[src/rtl/mul_div_unit.sv]
// Iterative RV32M-style multiply/divide unit: a shift-add multiplier and a restoring divider
// share one 2*WIDTH accumulator and execute UNROLL steps per cycle.
module mul_div_unit #(
  parameter int WIDTH  = 32,
  parameter int UNROLL = 1
) (
  input  logic             clk,
  input  logic             reset_n,
  input  logic             req_valid,
  output logic             req_ready,
  input  logic [2:0]       req_op,
  input  logic [WIDTH-1:0] req_a,
  input  logic [WIDTH-1:0] req_b,
  output logic             rsp_valid,
  input  logic             rsp_ready,
  output logic [WIDTH-1:0] rsp_r,
  output logic             busy
);

  localparam int STEPS = WIDTH / UNROLL;
  localparam int CW    = (STEPS > 1) ? $clog2(STEPS) : 1;
  localparam logic [WIDTH-1:0] MIN_NEG = {1'b1, {(WIDTH-1){1'b0}}};

  generate
    if ((WIDTH % UNROLL) != 0 || WIDTH < 4 || (WIDTH % 2) != 0) begin : g_bad_param
      $error("mul_div_unit: WIDTH must be even, >= 4 and a multiple of UNROLL");
    end
  endgenerate

  // Handshake: a transfer happens on a rising edge where valid && ready are both high.
  // req_ready is high only in IDLE; rsp_valid/rsp_r hold steady in DONE until rsp_ready.
  typedef enum logic [1:0] {IDLE, RUN, FIX, DONE} state_t;
  state_t state, state_nxt;

  logic [2:0]       op_q;
  logic             neg_q;
  logic [WIDTH-1:0] acc_hi, acc_lo, mag_d;
  logic [CW-1:0]    cnt;

  logic             accept;
  logic             a_signed, b_signed, neg_a, neg_b;
  logic [WIDTH-1:0] abs_a, abs_b;
  logic             div_zero, div_ovf, fast;

  assign accept = req_valid && (state == IDLE);

  always_comb begin
    a_signed = (req_op == 3'd1) || (req_op == 3'd2) || (req_op == 3'd4) || (req_op == 3'd6);
    b_signed = (req_op == 3'd1) || (req_op == 3'd4) || (req_op == 3'd6);
    neg_a    = a_signed && req_a[WIDTH-1];
    neg_b    = b_signed && req_b[WIDTH-1];
    abs_a    = neg_a ? -req_a : req_a;
    abs_b    = neg_b ? -req_b : req_b;
    div_zero = req_op[2] && (req_b == '0);
    div_ovf  = ((req_op == 3'd4) || (req_op == 3'd6)) && (req_a == MIN_NEG) && (req_b == '1);
    fast     = div_zero || div_ovf;
  end

  // One cycle's worth of iteration: multiplier/dividend lives in the low half.
  logic [WIDTH-1:0] step_hi, step_lo;
  logic [WIDTH:0]   tmp;
  always_comb begin
    step_hi = acc_hi;
    step_lo = acc_lo;
    tmp     = '0;
    for (int i = 0; i < UNROLL; i++) begin
      if (op_q[2]) begin
        tmp     = {step_hi, step_lo[WIDTH-1]};
        step_lo = {step_lo[WIDTH-2:0], 1'b0};
        if (tmp >= {1'b0, mag_d}) begin
          tmp        = tmp - {1'b0, mag_d};
          step_lo[0] = 1'b1;
        end
        step_hi = tmp[WIDTH-1:0];
      end else begin
        tmp     = step_lo[0] ? ({1'b0, step_hi} + {1'b0, mag_d}) : {1'b0, step_hi};
        step_lo = {tmp[0], step_lo[WIDTH-1:1]};
        step_hi = tmp[WIDTH:1];
      end
    end
  end

  logic [2*WIDTH-1:0] prod;
  logic [WIDTH-1:0]   div_sel, fix_result;
  always_comb begin
    prod       = neg_q ? -{acc_hi, acc_lo} : {acc_hi, acc_lo};
    div_sel    = op_q[1] ? acc_hi : acc_lo;
    fix_result = '0;
    if (op_q[2])
      fix_result = neg_q ? -div_sel : div_sel;
    else if (op_q == 3'd0)
      fix_result = prod[WIDTH-1:0];
    else
      fix_result = prod[2*WIDTH-1:WIDTH];
  end

  always_ff @(posedge clk or negedge reset_n) begin
    if (!reset_n) state <= IDLE;
    else          state <= state_nxt;
  end

  always_comb begin
    state_nxt = state;
    case (state)
      IDLE:    if (req_valid) state_nxt = fast ? FIX : RUN;
      RUN:     if (cnt == '0) state_nxt = FIX;
      FIX:     state_nxt = DONE;
      DONE:    if (rsp_ready) state_nxt = IDLE;
      default: state_nxt = IDLE;
    endcase
  end

  always_comb begin
    req_ready = (state == IDLE);
    busy      = (state != IDLE);
    rsp_valid = (state == DONE);
  end

  // Fast paths preload quotient into acc_lo and remainder into acc_hi, so FIX needs no extra mux.
  always_ff @(posedge clk or negedge reset_n) begin
    if (!reset_n) begin
      op_q   <= '0;
      neg_q  <= 1'b0;
      acc_hi <= '0;
      acc_lo <= '0;
      mag_d  <= '0;
      cnt    <= '0;
      rsp_r  <= '0;
    end else begin
      if (accept) begin
        op_q <= req_op;
        cnt  <= CW'(STEPS - 1);
        if (div_zero) begin
          acc_lo <= '1;
          acc_hi <= req_a;
          neg_q  <= 1'b0;
        end else if (div_ovf) begin
          acc_lo <= req_a;
          acc_hi <= '0;
          neg_q  <= 1'b0;
        end else begin
          acc_hi <= '0;
          acc_lo <= req_op[2] ? abs_a : abs_b;
          mag_d  <= req_op[2] ? abs_b : abs_a;
          neg_q  <= (req_op[2:1] == 2'b11) ? neg_a : (neg_a ^ neg_b);
        end
      end else if (state == RUN) begin
        acc_hi <= step_hi;
        acc_lo <= step_lo;
        cnt    <= cnt - CW'(1);
      end
      if (state == FIX) rsp_r <= fix_result;
    end
  end

endmodule

[config.mk]
export PLATFORM = sky130hd
export DESIGN_NAME = mul_div_unit
export DESIGN_NICKNAME = d
export VERILOG_FILES = /design/src/rtl/mul_div_unit.sv
export SDC_FILE = /design/constraint.sdc
export NUM_CORES = 1
export LEC_CHECK = 0
export BUFFER_PORTS_ARGS = -buffer_cell sky130_fd_sc_hd__buf_2
export CORE_MARGIN = 2
export CORE_UTILIZATION = 55
export CTS_CLUSTER_SIZE = 16
export DETAILED_ROUTE_END_ITERATION = 8
export GPL_TIMING_DRIVEN = 0
export PLACE_DENSITY = 0.74
export RECOVER_POWER = 50
export SETUP_SLACK_MARGIN = 0.4
export SYNTH_ARGS = -nofsm -noshare
export SYNTH_HDL_FRONTEND = slang
export SYNTH_SLANG_ARGS = --single-unit
[constraint.sdc]
create_clock -name clk -period 11.5 [get_ports clk]
set_clock_uncertainty 0.05 [all_clocks]
set_input_delay 0.575 -clock clk [delete_from_list [all_inputs] [get_ports clk]]
set_output_delay 0.575 -clock clk [all_outputs]
set_load 0.01 [all_outputs]
==> qor.csv, run 1 <==
metric;value;unit
status;finished with violations;
failing checks;max-capacitance violations, max-slew violations;
crit path launch;op_q[1];
num rows;61;
die height;173;microns
grt peak-use layer;met2;
placed insts;2618;
core box area;28000;sq um
P_int;0.00261;W
FMAX;145;MHz
final core utilization;61.9;%
largest net degree at the start of global routing;73;
antenna violations before repair;1;
Slew Viols, Final;142;
syn_area_per_cell;7.38;sq um
PortBufs;104;
Seq cells post-synth;139;
final WL;73.2;mm
Final min period;6910;ps
r2r startpoint;op_q[1];
register share of total power;16.2;%
pre-CTS WS;5130;ps
Area contributors post-synth;dfrtp_1, a21oi_1, o21ai_0, ha_1, xor2_1;
top_reg_cell synth;dfrtp_1;
final instance area;17300;sq um
total gr overflow;0;
DP Area;16800;sq um
Synth Net Count;2283;
CTS root buffer;clkbuf_16;
relative slew slack;-164;%
DRC viols;0;
Initial Util;56.2;%
Comb power frac;74.5;%
unrepaired setup endpoints after global routing;false;
M1 GR Usage;63.0;%
DIE AREA;30000;sq um
antenna-violating nets left;0;
first-pass GRT wire length;108;mm
reg2reg path depth;16;
gpl congestion;1.11;
via/cell ratio;7.06;
initial drt markers;2963;
worst-skew pair later-pin latency;450;ps
Post-Syn Instances;2135;
worst-margin pin slew;3960;ps
CTS tree;done;
distinct cell type count after synthesis;78;
vias in the first global route;17523;
Detail Placement HPWL;56.7;mm
Critical Path Start Type;flip-flop;
share of layout cells above drive strength 1;7.31;%
CP Capture Type;flip-flop;
WL per Instance;27.6;microns
PostCTS Resize Cnt;0;
Layout area overhead;10.1;%
CP Max Fanout;10;
met2 Use GR;66.3;%
switching share of total power;58.7;%
Ys Warns;0;
crit path setup slack, layout;4590;ps
CTS buffer count;17;
Global Route Usage Sum;47.4;%
crit path kind;flip-flop to flip-flop;
synthesized area;15800;sq um
Worst Path Arrival;7250;ps
Clock transition at path regs;80;ps
Critical Path RT;11840;ps
async set or reset register ratio after synthesis;100;%
# diodes;0;
total of max-cap violations;2;
NetSw;0.00371;W
setup TNS;0;ps
CTS H-tree depth;4;
Hold Fails Final Rpt;0;
Sink Count;139;
VDD IR max;0.185;mV
post-synthesis sequential area ratio;22.1;%
Clk network pwr share;9.4;%
number of flops mapped to enable cells by yosys;0;
Yosys top cell by area;dfrtp_1;
final instance count without filler cells;2650;
I/O pin total;106;
Pwr per Cell Area;365;nW/um^2
GRT met3 Usage;15.2;%
Hold Crit Class;primary input to flip-flop;
final setup violating endpoints;0;
clock tree buffer depth;2;
DRT Pass-1 Iters;7;
vias;18713;
Post-CTS Setup Inserts;0;
final worst-path cycle share;60.1;%
Hold Buf Count CTS;0;
Leakage;7.05;nW
Critical path destination;rsp_r[30];
Die Width;173;microns
worst reg2reg setup slack;4590;ps
post-synth top area share;22.1;%
Hold Startpoint;req_a[1];
fin nets;2407;
RR Endpoint;rsp_r[30];
-- metal layers --
layer,vias up,routed length (microns)
met4,0,5490
met1,8689,27500
met3,364,11700
li1,8039,-
met5,-,0
met2,1621,28500
-- synthesized netlist by cell type, drive strengths merged, types with 15 or more instances --
library cell	number
dfrtp	139
a221o	18
a21o	29
mux2i	75
nand2	246
a211oi	37
clkbuf	152
inv	65
ha	75
xor2	106
o31ai	39
mux2	16
a21oi	200
or3	21
nor4	25
nand4	27
o21ai	194
nor2	157
a22oi	18
buf	27
o211ai	32
or4	15
a31oi	37
xnor2	92
nand3	40
nor3	60
-- layout by cell type (no fill, tap or decap), types with 65 or more instances in the layout --
cell type and count:
a21oi_1 200, mux2i_1 75, xor2_1 106, buf_2 95
xnor2_1 92, nand2_1 246, dfrtp_1 139, o21ai_0 192
clkbuf_1 170, inv_1 65, ha_1 75, nor2_1 157
-- flip-flops by register name, indices dropped and copies added (netlist names) --
register  flops
acc_hi       32
acc_lo       32
cnt           5
mag_d        32
neg_q         1
op_q          3
rsp_r        32
state         2
-- cells by family (layout without fill, tap and decap cells) --
kind of cell	Yosys count	in the layout	synth area share, %
AO/OA/AOI/OAI	709	709	28.5
XOR/XNOR	198	198	11.0
buffers and inverters	247	384	6.06
adder cells (fa/ha/maj)	77	77	6.21
flip-flops	139	139	22.1
multiplexers	91	91	5.91
AND/OR/NAND/NOR	674	674	20.2
-- through the flow --
stage               hold slack [ps]  power [W]
floorplan                       229    0.00400
global placement                411    0.00537
detailed placement              415    0.00545
CTS                             101    0.00605
global route                    397    0.00661
finish                          387    0.00632
-- worst min path at each step --
stage | endpoint | cells after the start
final | acc_hi[1] | 3
after global routing | op_q[1] | 3
after CTS | rsp_r[16] | 1
after detailed placement | rsp_r[20] | 2
after global placement | rsp_r[20] | 2
after floorplan | acc_hi[0] | 0
-- power groups by stage --
| stage | sequential [W] | clock, W | combinational (W) |
|---|---|---|---|
| after CTS | 0.000991 | 0.000583 | 0.00448 |
| after global placement | 0.000992 | 0 | 0.00438 |
| after global routing | 0.00103 | 0.000605 | 0.00497 |
| after floorplan | 0.000896 | 0 | 0.00310 |
| final | 0.00102 | 0.000593 | 0.00471 |
| after detailed placement | 0.00100 | 0 | 0.00445 |
-- critical path: stages, from the launching register on --
cell and delay (ps):
dfrtp_1 410, clkbuf_1 400, buf_2 330, buf_1 530
buf_1 760, buf_2 430, buf_1 760, mux2i_1 320
ha_1 220, o221ai_1 230, nor4_1 670, nand4b_1 400
or3_1 540, o21ai_0 240, xnor2_1 290, nand3_1 150
nand2_1 110
-- final cells by class --
class,count,area [sq um]
clock inverter,15,189
timing repair buffer,105,502
buffer,179,699
inverter,68,255
sequential,139,3480
clock buffer,17,425
fill,2688,10700
tap,378,473
multi-input combinational,1749,11300
Note: power is estimated with default switching activity, not from simulation.
==> run 2, diff against run 1 <==
Settings changed: PLACE_DENSITY 0.74 to 0.76.
Clock period 11.5 ns to 5.8 ns, I/O delays scaled along.
==> qor.csv, run 2 (synthesis gave the netlist of run 1 again) <==
metric;value;unit;change
VDD IR max;0.490;mV;was 0.185 mV
worst reg2reg setup slack;480;ps;was 4590 ps
DRC viols;0;;unchanged
antenna violations before repair;1;;unchanged
r2r startpoint;op_q[1];;unchanged
clock tree buffer depth;2;;unchanged
WHS Endpoint;op_q[0];;was acc_hi[1]
relative slew slack;-133;%;was -164%
largest net degree at the start of global routing;84;;was 73
share of layout cells above drive strength 1;6.95;%;was 7.31%
total gr overflow;0;;unchanged
Layout area overhead;10.2;%;was 10.1%
hold_ws;79.0;ps;was 387 ps
initial drt markers;3281;;was 2963
worst hold path cell count;3;;unchanged
Final min period;5320;ps;was 6910 ps
final instance area;17400;sq um;was 17300 sq um
Leakage;7.03;nW;was 7.05 nW
unrepaired setup endpoints after global routing;false;;unchanged
slowest CP cell;or3_1;;was buf_1
Hold Crit Class;primary input to flip-flop;;unchanged
CTS H-tree depth;4;;unchanged
Hold Fails Final Rpt;0;;unchanged
pre-CTS WS;-738;ps;was 5130 ps
placed insts;2618;;unchanged
status;finished with violations;;unchanged
CP Capture Type;flip-flop;;unchanged
PortBufs;104;;unchanged
worst-skew pair later-pin latency;460;ps;was 450 ps
I/O pin total;106;;unchanged
Worst Path Arrival;5650;ps;was 7250 ps
total of max-cap violations;1;;was 2
CP Max Fanout;10;;unchanged
FMAX;188;MHz;was 145 MHz
antenna-violating nets left;0;;unchanged
# diodes;0;;unchanged
Critical Path Start Type;flip-flop;;unchanged
crit path setup slack, layout;482;ps;was 4590 ps
WL per Instance;27.5;microns;was 27.6 microns
Slew Viols, Final;57;;was 142
Sink Count;139;;unchanged
first-pass GRT wire length;107;mm;was 108 mm
Clock transition at path regs;70;ps;was 80 ps
final instance count without filler cells;2653;;was 2650
CTS root buffer;clkbuf_16;;unchanged
core box area;28000;sq um;unchanged
final WL;72.9;mm;was 73.2 mm
most frequent cells in the layout;nand2_1, a21oi_1, o21ai_0, clkbuf_1, nor2_1;;unchanged
Critical Path RT;6140;ps;was 11840 ps
crit path kind;flip-flop to flip-flop;;unchanged
via/cell ratio;7.00;;was 7.06
Pwr per Cell Area;721;nW/um^2;was 365 nW/um^2
failing checks;max-capacitance violations, max-slew violations;;unchanged
Crit path largest cell delay;540;ps;was 760 ps
gpl congestion;1.10;;was 1.11
RR Endpoint;rsp_r[30];;unchanged
final setup violating endpoints;0;;unchanged
Global Route Usage Sum;47.1;%;was 47.4%
num rows;61;;unchanged
Hold Startpoint;req_op[0];;was req_a[1]
commonest non-fill, non-tap cell in the layout;nand2_1;;unchanged
CTS buffer count;17;;unchanged
critical-path cell list;clkbuf_2 > buf_2 > buf_2 > clkbuf_4 > clkbuf_4 > buf_4 > mux2i_1 > ha_1 > o221ai_1 > nor4_2 > nand4b_1 > or3_1 > o21ai_0 > xnor2_1 > nand3_1 > nand2_1;;was clkbuf_1 > buf_2 > buf_1 > buf_1 > buf_2 > buf_1 > mux2i_1 > ha_1 > o221ai_1 > nor4_1 > nand4b_1 > or3_1 > o21ai_0 > xnor2_1 > nand3_1 > nand2_1
DIE AREA;30000;sq um;unchanged
DRT Pass-1 Iters;7;;unchanged
vias;18584;;was 18713
Initial Util;56.2;%;unchanged
Die Width;173;microns;unchanged
worst-margin pin slew;3500;ps;was 3960 ps
die height;173;microns;unchanged
final worst-path cycle share;91.7;%;was 60.1%
Detail Placement HPWL;56.6;mm;was 56.7 mm
vias in the first global route;17215;;was 17523
CTS tree;done;;unchanged
DP Area;16800;sq um;unchanged
fin nets;2410;;was 2407
final core utilization;62.0;%;was 61.9%
reg2reg path depth;16;;unchanged
## run 2: how the worst max path moves through the flow
stage / startpoint / to / slack [ps]
finish: op_q[1] / rsp_r[30] / 480
global route: op_q[1] / rsp_r[30] / 390
CTS: op_q[1] / rsp_r[30] / 420
detailed placement: op_q[1] / rsp_r[28] / -740
global placement: op_q[1] / rsp_r[28] / -610
floorplan: op_q[1] / rsp_r[28] / 1240
## run 2: stage by stage
step	power, W	TNS (ps)
after floorplan	0.00792	0
after global placement	0.0107	-2370
after detailed placement	0.0108	-3410
after CTS	0.0120	0
after global routing	0.0131	0
final	0.0125	0
## run 2: report_power, final
group / switching, W / internal, W
clock: 0.000496 / 0.000649
combinational: 0.00617 / 0.00315
sequential: 0.000610 / 0.00144
## run 2: per-layer routing
metal / GRT usage [%] / vias up / routed length (microns)
li1: - / 8053 / -
met1: 62.1 / 8661 / 27800
met2: 66.8 / 1568 / 29100
met3: 17.0 / 302 / 11500
met4: 26.0 / 0 / 4450
met5: 0 / - / 0
## run 2: repair_timing
item,in CTS,in global routing
setup buffers,0,2
hold endpoints to repair,56,0
hold buffers,1,0
endpoints found under the setup margin,10,4
resized for setup,5,6
pin swaps,0,2
## run 2: cell type report
cell class | count | area [sq um]
Multi-Input combinational cell | 1749 | 11300
Fill cell | 2635 | 10600
Sequential cell | 139 | 3480
Buffer | 179 | 713
Timing Repair Buffer | 108 | 532
Tap cell | 378 | 473
Clock buffer | 20 | 447
Inverter | 68 | 255
Clock inverter | 12 | 136
## run 2: critical path: cells and delay by family, from the launching register on
kind | cells | cell delay, ps
DFF | 1 | 420
adders and majority gates | 1 | 250
xor gates and xnor gates | 1 | 300
muxes | 1 | 350
buffers and inverters | 6 | 1860
AOI/OAI and AO/OA | 2 | 470
and+or+nand+nor | 5 | 1540
